--- config.mk ---
export PLATFORM = sky130hd
export DESIGN_NAME = fft_r2_stage_sequencer_flat
export DESIGN_NICKNAME = d
export VERILOG_FILES = /design/src/rtl/fft_r2_stage_sequencer_if.sv /design/src/rtl/fft_r2_stage_sequencer.sv /design/src/flat_wrapper.sv
export SDC_FILE = /design/constraint.sdc
export NUM_CORES = 1
export LEC_CHECK = 0
export CAP_MARGIN = 20
export CORE_MARGIN = 2
export CORE_UTILIZATION = 51
export DETAILED_ROUTE_END_ITERATION = 10
export PLACE_DENSITY = 0.76
export SYNTH_ARGS = -nofsm -noshare
export SYNTH_HDL_FRONTEND = slang
export SYNTH_SLANG_ARGS = --single-unit
--- constraint.sdc ---
create_clock -name clk -period 2.6 [get_ports clk]
set_input_delay 0.39 -clock clk [delete_from_list [all_inputs] [get_ports clk]]
set_output_delay 0.39 -clock clk [all_outputs]
set_load 0.005 [all_outputs]
--- src/rtl/fft_r2_stage_sequencer_if.sv ---
// Handshake and address bus between the FFT stage sequencer and its
// data RAM, twiddle ROM and pipelined butterfly.
interface fft_r2_stage_sequencer_if #(
    parameter int LOG2N = 4
);
    localparam int SW = $clog2(LOG2N);

    logic             start;
    logic             busy;
    logic             done;
    logic             rd_en;
    logic [LOG2N-1:0] rd_addr_a;
    logic [LOG2N-1:0] rd_addr_b;
    logic [LOG2N-2:0] tw_addr;
    logic             bf_enable;
    logic             bf_valid;
    logic             wr_en;
    logic [LOG2N-1:0] wr_addr_a;
    logic [LOG2N-1:0] wr_addr_b;
    logic [SW-1:0]    stage;
    logic             err;

    modport master (
        input  start, bf_valid,
        output busy, done, rd_en, rd_addr_a, rd_addr_b,
        output tw_addr, bf_enable, wr_en, wr_addr_a,
        output wr_addr_b, stage, err
    );

    modport slave (
        output start, bf_valid,
        input  busy, done, rd_en, rd_addr_a, rd_addr_b,
        input  tw_addr, bf_enable, wr_en, wr_addr_a,
        input  wr_addr_b, stage, err
    );
endinterface

--- src/rtl/fft_r2_stage_sequencer.sv ---
// In-place radix-2 DIT FFT sequencer: walks all stages, issues operand
// and twiddle addresses, and replays them as write-back addresses.
module fft_r2_stage_sequencer #(
    parameter int LOG2N   = 4,
    parameter int RAM_LAT = 1,
    parameter int BF_LAT  = 11
) (
    input logic clk,
    input logic rst_n,
    fft_r2_stage_sequencer_if.master bus
);
    localparam int PIPE = RAM_LAT + BF_LAT;
    localparam int SW   = $clog2(LOG2N);
    localparam int CW   = $clog2(PIPE + 1);
    localparam int KW   = LOG2N - 1;

    typedef enum logic [1:0] {
        IDLE,
        ISSUE,
        DRAIN
    } state_t;

    state_t           state;
    logic [KW-1:0]    k;
    logic [SW-1:0]    s;
    logic [CW-1:0]    cnt;
    logic             busy;
    logic             done;
    logic             rd_en;
    logic             err;
    logic [LOG2N-1:0] rd_a;
    logic [LOG2N-1:0] rd_b;
    logic [KW-1:0]    tw;
    logic [PIPE-1:0]  pipe_en;
    logic [LOG2N-1:0] pipe_a [PIPE];
    logic [LOG2N-1:0] pipe_b [PIPE];
    logic             wr_en;

    function automatic logic [LOG2N-1:0] half_of(
        input logic [SW-1:0] st
    );
        return LOG2N'(1) << st;
    endfunction

    function automatic logic [LOG2N-1:0] j_of(
        input logic [SW-1:0] st,
        input logic [KW-1:0] kk
    );
        return LOG2N'(kk) & (half_of(st) - 1'b1);
    endfunction

    // group*2*half is the group index shifted up by s+1
    function automatic logic [LOG2N-1:0] addr_a(
        input logic [SW-1:0] st,
        input logic [KW-1:0] kk
    );
        logic [LOG2N-1:0] grp;
        grp = LOG2N'(kk) >> st;
        return ((grp << st) << 1) | j_of(st, kk);
    endfunction

    function automatic logic [LOG2N-1:0] addr_b(
        input logic [SW-1:0] st,
        input logic [KW-1:0] kk
    );
        return addr_a(st, kk) + half_of(st);
    endfunction

    function automatic logic [KW-1:0] tw_of(
        input logic [SW-1:0] st,
        input logic [KW-1:0] kk
    );
        return KW'(j_of(st, kk) << (KW - int'(st)));
    endfunction

    assign wr_en = pipe_en[PIPE-1];

    always_ff @(posedge clk or negedge rst_n) begin
        if (!rst_n) begin
            state <= IDLE;
            k     <= '0;
            s     <= '0;
            cnt   <= '0;
            busy  <= 1'b0;
            done  <= 1'b0;
            rd_en <= 1'b0;
            err   <= 1'b0;
            rd_a  <= '0;
            rd_b  <= '0;
            tw    <= '0;
        end else begin
            done <= 1'b0;
            if (busy && (bus.bf_valid != wr_en)) begin
                err <= 1'b1;
            end
            unique case (state)
                IDLE: begin
                    if (bus.start) begin
                        state <= ISSUE;
                        s     <= '0;
                        k     <= '0;
                        err   <= 1'b0;
                        busy  <= 1'b1;
                        rd_en <= 1'b1;
                        rd_a  <= addr_a('0, '0);
                        rd_b  <= addr_b('0, '0);
                        tw    <= tw_of('0, '0);
                    end
                end
                ISSUE: begin
                    if (&k) begin
                        state <= DRAIN;
                        cnt   <= CW'(PIPE - 1);
                        rd_en <= 1'b0;
                        rd_a  <= '0;
                        rd_b  <= '0;
                        tw    <= '0;
                    end else begin
                        k    <= k + 1'b1;
                        rd_a <= addr_a(s, k + 1'b1);
                        rd_b <= addr_b(s, k + 1'b1);
                        tw   <= tw_of(s, k + 1'b1);
                    end
                end
                DRAIN: begin
                    if (cnt != '0) begin
                        cnt <= cnt - 1'b1;
                    end else if (s == SW'(LOG2N - 1)) begin
                        state <= IDLE;
                        busy  <= 1'b0;
                        done  <= 1'b1;
                    end else begin
                        state <= ISSUE;
                        s     <= s + 1'b1;
                        k     <= '0;
                        rd_en <= 1'b1;
                        rd_a  <= addr_a(s + 1'b1, '0);
                        rd_b  <= addr_b(s + 1'b1, '0);
                        tw    <= tw_of(s + 1'b1, '0);
                    end
                end
                default: state <= IDLE;
            endcase
        end
    end

    // Free-running so write-backs of the last stage drain during DRAIN
    always_ff @(posedge clk or negedge rst_n) begin
        if (!rst_n) begin
            pipe_en <= '0;
            for (int i = 0; i < PIPE; i++) begin
                pipe_a[i] <= '0;
                pipe_b[i] <= '0;
            end
        end else begin
            pipe_en   <= (pipe_en << 1) | PIPE'(rd_en);
            pipe_a[0] <= rd_a;
            pipe_b[0] <= rd_b;
            for (int i = 1; i < PIPE; i++) begin
                pipe_a[i] <= pipe_a[i-1];
                pipe_b[i] <= pipe_b[i-1];
            end
        end
    end

    assign bus.busy      = busy;
    assign bus.bf_enable = busy;
    assign bus.done      = done;
    assign bus.rd_en     = rd_en;
    assign bus.rd_addr_a = rd_a;
    assign bus.rd_addr_b = rd_b;
    assign bus.tw_addr   = tw;
    assign bus.wr_en     = wr_en;
    assign bus.wr_addr_a = pipe_a[PIPE-1];
    assign bus.wr_addr_b = pipe_b[PIPE-1];
    assign bus.stage     = s;
    assign bus.err       = err;
endmodule

--- src/flat_wrapper.sv ---
// flat-port wrapper written by rule: the top's interface ports become plain ports
module fft_r2_stage_sequencer_flat 
#(
    parameter int LOG2N   = 4,
    parameter int RAM_LAT = 1,
    parameter int BF_LAT  = 11
)
  (clk, rst_n, bus_start, bus_bf_valid, bus_busy, bus_done, bus_rd_en, bus_rd_addr_a, bus_rd_addr_b, bus_tw_addr, bus_bf_enable, bus_wr_en, bus_wr_addr_a, bus_wr_addr_b, bus_stage, bus_err);
  fft_r2_stage_sequencer_if #(.LOG2N(LOG2N)) bus_i ();
  input logic clk;
  input logic rst_n;
  input wire logic [$bits(bus_i.start)-1:0] bus_start;
  input wire logic [$bits(bus_i.bf_valid)-1:0] bus_bf_valid;
  output wire logic [$bits(bus_i.busy)-1:0] bus_busy;
  output wire logic [$bits(bus_i.done)-1:0] bus_done;
  output wire logic [$bits(bus_i.rd_en)-1:0] bus_rd_en;
  output wire logic [$bits(bus_i.rd_addr_a)-1:0] bus_rd_addr_a;
  output wire logic [$bits(bus_i.rd_addr_b)-1:0] bus_rd_addr_b;
  output wire logic [$bits(bus_i.tw_addr)-1:0] bus_tw_addr;
  output wire logic [$bits(bus_i.bf_enable)-1:0] bus_bf_enable;
  output wire logic [$bits(bus_i.wr_en)-1:0] bus_wr_en;
  output wire logic [$bits(bus_i.wr_addr_a)-1:0] bus_wr_addr_a;
  output wire logic [$bits(bus_i.wr_addr_b)-1:0] bus_wr_addr_b;
  output wire logic [$bits(bus_i.stage)-1:0] bus_stage;
  output wire logic [$bits(bus_i.err)-1:0] bus_err;
  assign bus_i.start = bus_start;
  assign bus_i.bf_valid = bus_bf_valid;
  assign bus_busy = bus_i.busy;
  assign bus_done = bus_i.done;
  assign bus_rd_en = bus_i.rd_en;
  assign bus_rd_addr_a = bus_i.rd_addr_a;
  assign bus_rd_addr_b = bus_i.rd_addr_b;
  assign bus_tw_addr = bus_i.tw_addr;
  assign bus_bf_enable = bus_i.bf_enable;
  assign bus_wr_en = bus_i.wr_en;
  assign bus_wr_addr_a = bus_i.wr_addr_a;
  assign bus_wr_addr_b = bus_i.wr_addr_b;
  assign bus_stage = bus_i.stage;
  assign bus_err = bus_i.err;
  fft_r2_stage_sequencer #(.LOG2N(LOG2N), .RAM_LAT(RAM_LAT), .BF_LAT(BF_LAT)) u_core (.clk(clk), .rst_n(rst_n), .bus(bus_i));
endmodule
==> impl_metrics.toml <==
[status]
status = "complete, no violations"

[logic_synthesis]
synth_edf_count = 0
ys_seq_area_share_pct = 75.2
ys_ff_latch = 134
yosysMostFrequentCell = "dfrtp_1"
yosys.cell_types.count = 43
synthTopCellsByCount = "dfrtp_1, nand2_1, o21ai_0, ha_1, inv_1"
syn-num-nets = 326
syn_area_per_cell_um2 = 14.7
netlist_area_mm2 = 0.00446
synth_top_cell_by_area = "dfrtp_1"
ys.warnings.count = 0
synth_ff_type = "dfrtp_1"
synth_area_leaders = "dfrtp_1, ha_1, o21ai_0"
ys_async_sr_fraction_pct = 100
yosysTopAreaCellShare_pct = 75.2
synthCells = 304

[cts]
clock-root-buffer = "clkbuf_8"
clock-sinks = 134
post-cts-setup-buffers = 0
cts_buffers = 17
clock_path_buffers = 2
path_clk_slew_ns = 0.06
clk_latency_ns = 0.50
cts_tree = "yes"
htree_num_levels = 4

[sta]
post-route-min-period_ns = 2.34
grt_setup_unrepaired = "no"
post-route-period-util_pct = 89.9
skew_ns = 0.00962
hold_violations = 0
max_slew.worst_pin.slew_ns = 0.533
maxSlewHeadroom_pct = 64.4
max_clock_freq_mhz = 428
setup_viol = 0
fin_setup_tns_ns = 0
drv_slew = 0

[final_layout]
fin_cells = 467
areaGrowthSynthToFinish_pct = 23.4
final_nets = 368
n_antenna_cell = 0
drive_gt1_share_pct = 13.9
fin_area_mm2 = 0.00550

[placement]
dp_cells = 434
hpwl_um = 4370
place_congestion = 0.881
placed_cell_area_mm2 = 0.00488
port-buffer-count = 30

[setup_path]
cp-end-kind = "flip-flop"
cp_num_buf_inv = 1
startpoint = "u_core.bus.stage[0]$_DFFE_PN0P_"
crit_path_cell_trace = "inv_1 -> ha_1 -> xnor2_1 -> a32oi_2 -> fa_1 -> xnor2_1 -> a22oi_1 -> nor2_1 -> a22o_1"
cp_top_family = "adder cells"
startpoint_type = "flip-flop"
worstSetupPathType = "reg2reg"
worst_path_max_delay_cell = "dfrtp_2"
cp_max_fo = 11
arrival_ns = 2.73
cp_common_cell = "xnor2_1"
max_stage_delay_ns = 0.47
r2r_start = "u_core.bus.stage[0]$_DFFE_PN0P_"
required_ns = 2.99

[pwr]
ir_drop_uv = 550
power_density_mw_per_mm2 = 1080
leakage_nw = 2.60
total_power_mw = 5.94

[detailed_routing]
first_pass_iters = 4
ant_nets = 0
wl_per_cell_um = 15.5
dr_total_vias = 2334
vias_per_cell = 5.00
drt-total-wl_um = 7230
drt_iter0_markers = 141
drc = 0

[floorplan]
die_h_um = 97.5
die_w_um = 97.5
num_rows = 34
pin_count = 31
start_util_pct = 51.9
die_area_mm2 = 0.00950
core_area_mm2 = 0.00859

[worst_hold_path]
min_from = "u_core.pipe_a[17]$_DFF_PN0_"
hold_path_class = "reg2reg"

[global_route]
grt_overflow = 0
antenna_found_initial = 0
grt_pass1_vias = 2487
grt_use_total_pct = 17.3
grtUsageMet2_pct = 26.2
grt_max_degree = 67
grt_busiest_layer = "met2"
use_met3_pct = 5.32
met1_usage_pct = 23.5
grt_pass1_wl_um = 12600

[run]
drv_cap = 0
[per-layer routing]
metal / routed length, um / share of wire [%]
met1: 3320 / 46
met2: 3470 / 48
met3: 303 / 4.2
met4: 133 / 1.8
met5: 0 / 0
[sequential cells by signal (all words and copies together), names as in the netlist, 2 cells and up]
register	flops
u_core.bus.tw_addr	3
u_core.pipe_b	44
u_core.pipe_a	44
u_core.k	3
u_core.bus.wr_addr_a	4
u_core.pipe_en	12
u_core.bus.rd_addr_b	4
u_core.bus.wr_addr_b	4
u_core.bus.rd_addr_a	4
u_core.bus.stage	2
u_core.state	2
u_core.cnt	4
[stage by stage]
stage	utilization, %	setup slack [ns]	hold slack [ns]
finish	64.0	0.263	0.342
global route	64.0	0.0255	0.348
CTS	63.9	0.136	0.345
detailed placement	56.7	0.173	0.335
global placement	56.7	0.252	0.332
floorplan	-	0.276	0.0944
[worst reg2reg max path: cells and delay by family, from the launching register on]
kind	cells	cell delay, ns
buffers and inverters	1	0.09
flip-flops	1	0.47
adder cells (fa/ha/maj)	2	0.74
AO/OA/AOI/OAI	3	0.46
AND/OR/NAND/NOR	1	0.06
XOR/XNOR	2	0.43
[placed cells by master (no fill, tap or decap), types with 3 or more instances in the layout]
cell             netlist  layout
o31ai_1                4       4
nor2_1                10      10
a31oi_1                4       4
nand2_1               23      23
inv_6                  0       4
clkbuf_16              0      16
o211ai_1               3       3
dfrtp_1              134     133
and2_1                 3       3
nand3_1                4       4
a21oi_1               11      11
clkbuf_8               0       5
o41ai_1                3       3
inv_1                 14      14
o21ai_0               18      18
ha_1                  17      17
buf_4                  9       9
xnor2_1                4       4
clkdlybuf4s50_1        0      29
nor3_1                 5       5
[layout make-up]
type                       count  area, um2
tap                          108        135
inverter                      14       52.6
clock buffer                  21        469
fill                         613       3090
timing repair buffer          41        408
multi-input combinational    138        945
clock inverter                11        136
sequential                   134       3350
[cell families after synthesis]
group                    share of synthesized area [%]
buffers and inverters                             3.73
adder cells (fa/ha/maj)                           5.22
XOR/XNOR                                         0.983
AO/OA/AOI/OAI                                     8.62
AND/OR/NAND/NOR                                   5.90
other                                           0.0841
flip-flops                                        75.2
multiplexers                                     0.225
[path summary, 6_finish.rpt]
path	cells after the start	endpoint	slack [ns]
min	0	u_core.pipe_a[13]$_DFF_PN0_	0.34
min reg2reg	0	u_core.pipe_a[13]$_DFF_PN0_	0.34
max	9	u_core.bus.rd_addr_b[2]$_DFFE_PN0P_	0.26
max reg2reg	9	u_core.bus.rd_addr_b[2]$_DFFE_PN0P_	0.26
max in group asynchronous	3	u_core.pipe_a[37]$_DFF_PN0_	1.44
min in group asynchronous	2	u_core.bus.wr_addr_a[1]$_DFF_PN0_	0.39
[repair_timing]
item	in CTS	in global routing
hold buffers	1	0
hold endpoints to repair	34	0
gates resized for setup	0	2
setup endpoints to repair	0	3
[report_power, final]
part,switching (mW),total (mW),internal (mW)
Clock,0.879,2.37,1.49
Sequential,0.211,2.80,2.59
Combinational,0.405,0.771,0.365
Total,1.50,5.94,4.44
Power figures use the tool's default switching activity.
==> RTL edit, RTL diff (same flow settings) <==
`RAM_LAT` is set to 1 in 2 places; all go to 2.
--- a/src/rtl/fft_r2_stage_sequencer.sv
+++ b/src/rtl/fft_r2_stage_sequencer.sv
@@ -4,3 +4,3 @@
     parameter int LOG2N   = 4,
-    parameter int RAM_LAT = 1,
+    parameter int RAM_LAT = 2,
     parameter int BF_LAT  = 11
--- a/src/flat_wrapper.sv
+++ b/src/flat_wrapper.sv
@@ -4,3 +4,3 @@
     parameter int LOG2N   = 4,
-    parameter int RAM_LAT = 1,
+    parameter int RAM_LAT = 2,
     parameter int BF_LAT  = 11
Check against the original RTL: same outputs for any inputs over 10 cycles, from zero or initial values and one cycle with rst_n low; that may be too few to reach the edited logic, so the function may still have changed.
==> RTL edit against the unedited design <==
Synthesized area up 5.2%; wire length up 6.8%; first-iteration DRC count down 13%; clock skew down 0.0015 ns; critical path type unchanged; sequential cell count up 9; cell area up 3.6%; non-clock buffer count up 1; worst setup slack worse by 0.082 ns; total power up 2.9%.
==> RTL edit: results (changes against the unedited design) <==
The pin count of the biggest net entering global routing came to 62 (-7.5%). The met3 wirelength from detailed routing is 285 µm (-5.9%). The adder and majority gate portion of the synthesized area is 4.70% (-0.52 points). The worst-margin pin slew is 0.523 ns (-0.00953 ns).

The first-iteration detailed-routing DRC count is 123 (-13%). The cell type group with the largest total delay on the critical path is adder cells. The commonest cells after synthesis are sky130_fd_sc_hd__dfrtp_1 (143), sky130_fd_sc_hd__nand2_1 (21), sky130_fd_sc_hd__o21ai_0 (19), sky130_fd_sc_hd__ha_1 (16), sky130_fd_sc_hd__inv_1 (13). The met2 global-route usage came out at 25.6% (-0.53 points). The delay of the slowest cell on the worst path is 0.49 ns (+0.02 ns). The unique cell type count in the Yosys netlist is 46 (+7.0%).

The filler cell count in the final layout is 622 (+1.5%). The first-pass GRT wire length came out at 12700 µm (+0.93%). The share of cell area taken by muxes after synthesis is 0.214% (-0.011 points). Sorting the synthesized cells by area gives the leading types as sky130_fd_sc_hd__dfrtp_1 (76%), sky130_fd_sc_hd__ha_1 (4.3%), sky130_fd_sc_hd__o21ai_0 (2.0%).

The final standard cell count with taps included and fillers excluded came out at 468 (+0.21%). The global routing met3 resource utilization came out at 5.01% (-0.31 points). The number of global-route vias before repair came to 2601 (+4.6%). The total number of nets in the final design came to 369 (+0.27%). The hold slack came out at 0.346 ns (+0.00389 ns).

The cell total after placement came out at 435 (+0.23%). The total met2 wirelength after detailed routing is 3810 µm (+9.7%). The total cell area at the placement stage is 5090 µm² (+4.3%). The parity-gate share of the synthesized area counting xor and xnor cells is 0.934% (-0.048 points). The share of the yosys chip area belonging to registers is 76.3% (+1.1 points). The time the worst path needs with I/O delays and setup came out at 2.42 ns (+0.0823 ns). The mean routed wirelength per cell came out at 16.5 µm (+6.6%). On the critical path, the stage with the largest delay is an instance of sky130_fd_sc_hd__dfrtp_1. The worst-case vdd ir drop is 437 µV (-21%). The HPWL after detailed placement is 4640 µm (+6.1%). The fraction of final layout cells sized beyond drive strength 1 is 15.3% (+1.4 points). The setup clock skew after layout came out at 0.00815 ns (-0.00148 ns). The largest registers in the layout are u_core.pipe_a (48), u_core.pipe_b (48), u_core.pipe_en (13). The start point of the worst min-delay path is u_core.pipe_a[32]. The via total after detailed routing came out at 2440 (+4.5%). The met1 layer usage reported by global route came to 23.3% (-0.22 points). The flow ran to the end, and the final reports show no timing, DRC or antenna violations. The path with the worst hold slack has its endpoint at u_core.pipe_a[28]. The met1 layer wirelength in the final routing is 3550 µm (+6.9%). The total routing usage reported by global routing came to 17.1% (-0.29 points). The largest fanout of any net on the critical path came out at 9 (-2). The gate count of the mapped netlist came to 306 (+0.66%). The compound-gate portion of the synthesized area is 8.78% (+0.16 points).

The cell leakage power is 2.69 nW (+3.5%). The latest clock arrival within the worst-skew pair came out at 0.50 ns (about the same). The synthesized netlist net count came out at 327 (+0.31%).

The worst-case setup slack after placement came out at 0.183 ns (+0.0102 ns). The final estimated routing congestion in global placement came to 0.860 (-2.4%).
-- RTL edit: changes by cell type in the layout (fill, tap and decap cells not counted), moves of 3 or more --
cell,delta
sky130_fd_sc_hd__nor2_1,-4
sky130_fd_sc_hd__dfrtp_1,+10
sky130_fd_sc_hd__clkinvlp_4,+3
sky130_fd_sc_hd__clkbuf_8,-3
sky130_fd_sc_hd__o41ai_2,+3
-- RTL edit: power breakdown --
part / internal, mW / switching [mW]
Clock: 1.41 / 0.942
Combinational: 0.357 / 0.443
Sequential: 2.75 / 0.209
Total: 4.51 / 1.59
-- RTL edit: final cells by class --
| type | count | area [µm²] | share of cell area, % |
|---|---|---|---|
| Tap cell | 108 | 135 | 2.37 |
| Multi-Input combinational cell | 131 | 955 | 16.7 |
| Sequential cell | 143 | 3580 | 62.8 |
| Clock inverter | 13 | 154 | 2.70 |
| Inverter | 13 | 48.8 | 0.856 |
| Clock buffer | 18 | 428 | 7.51 |
| Timing Repair Buffer | 42 | 402 | 7.05 |
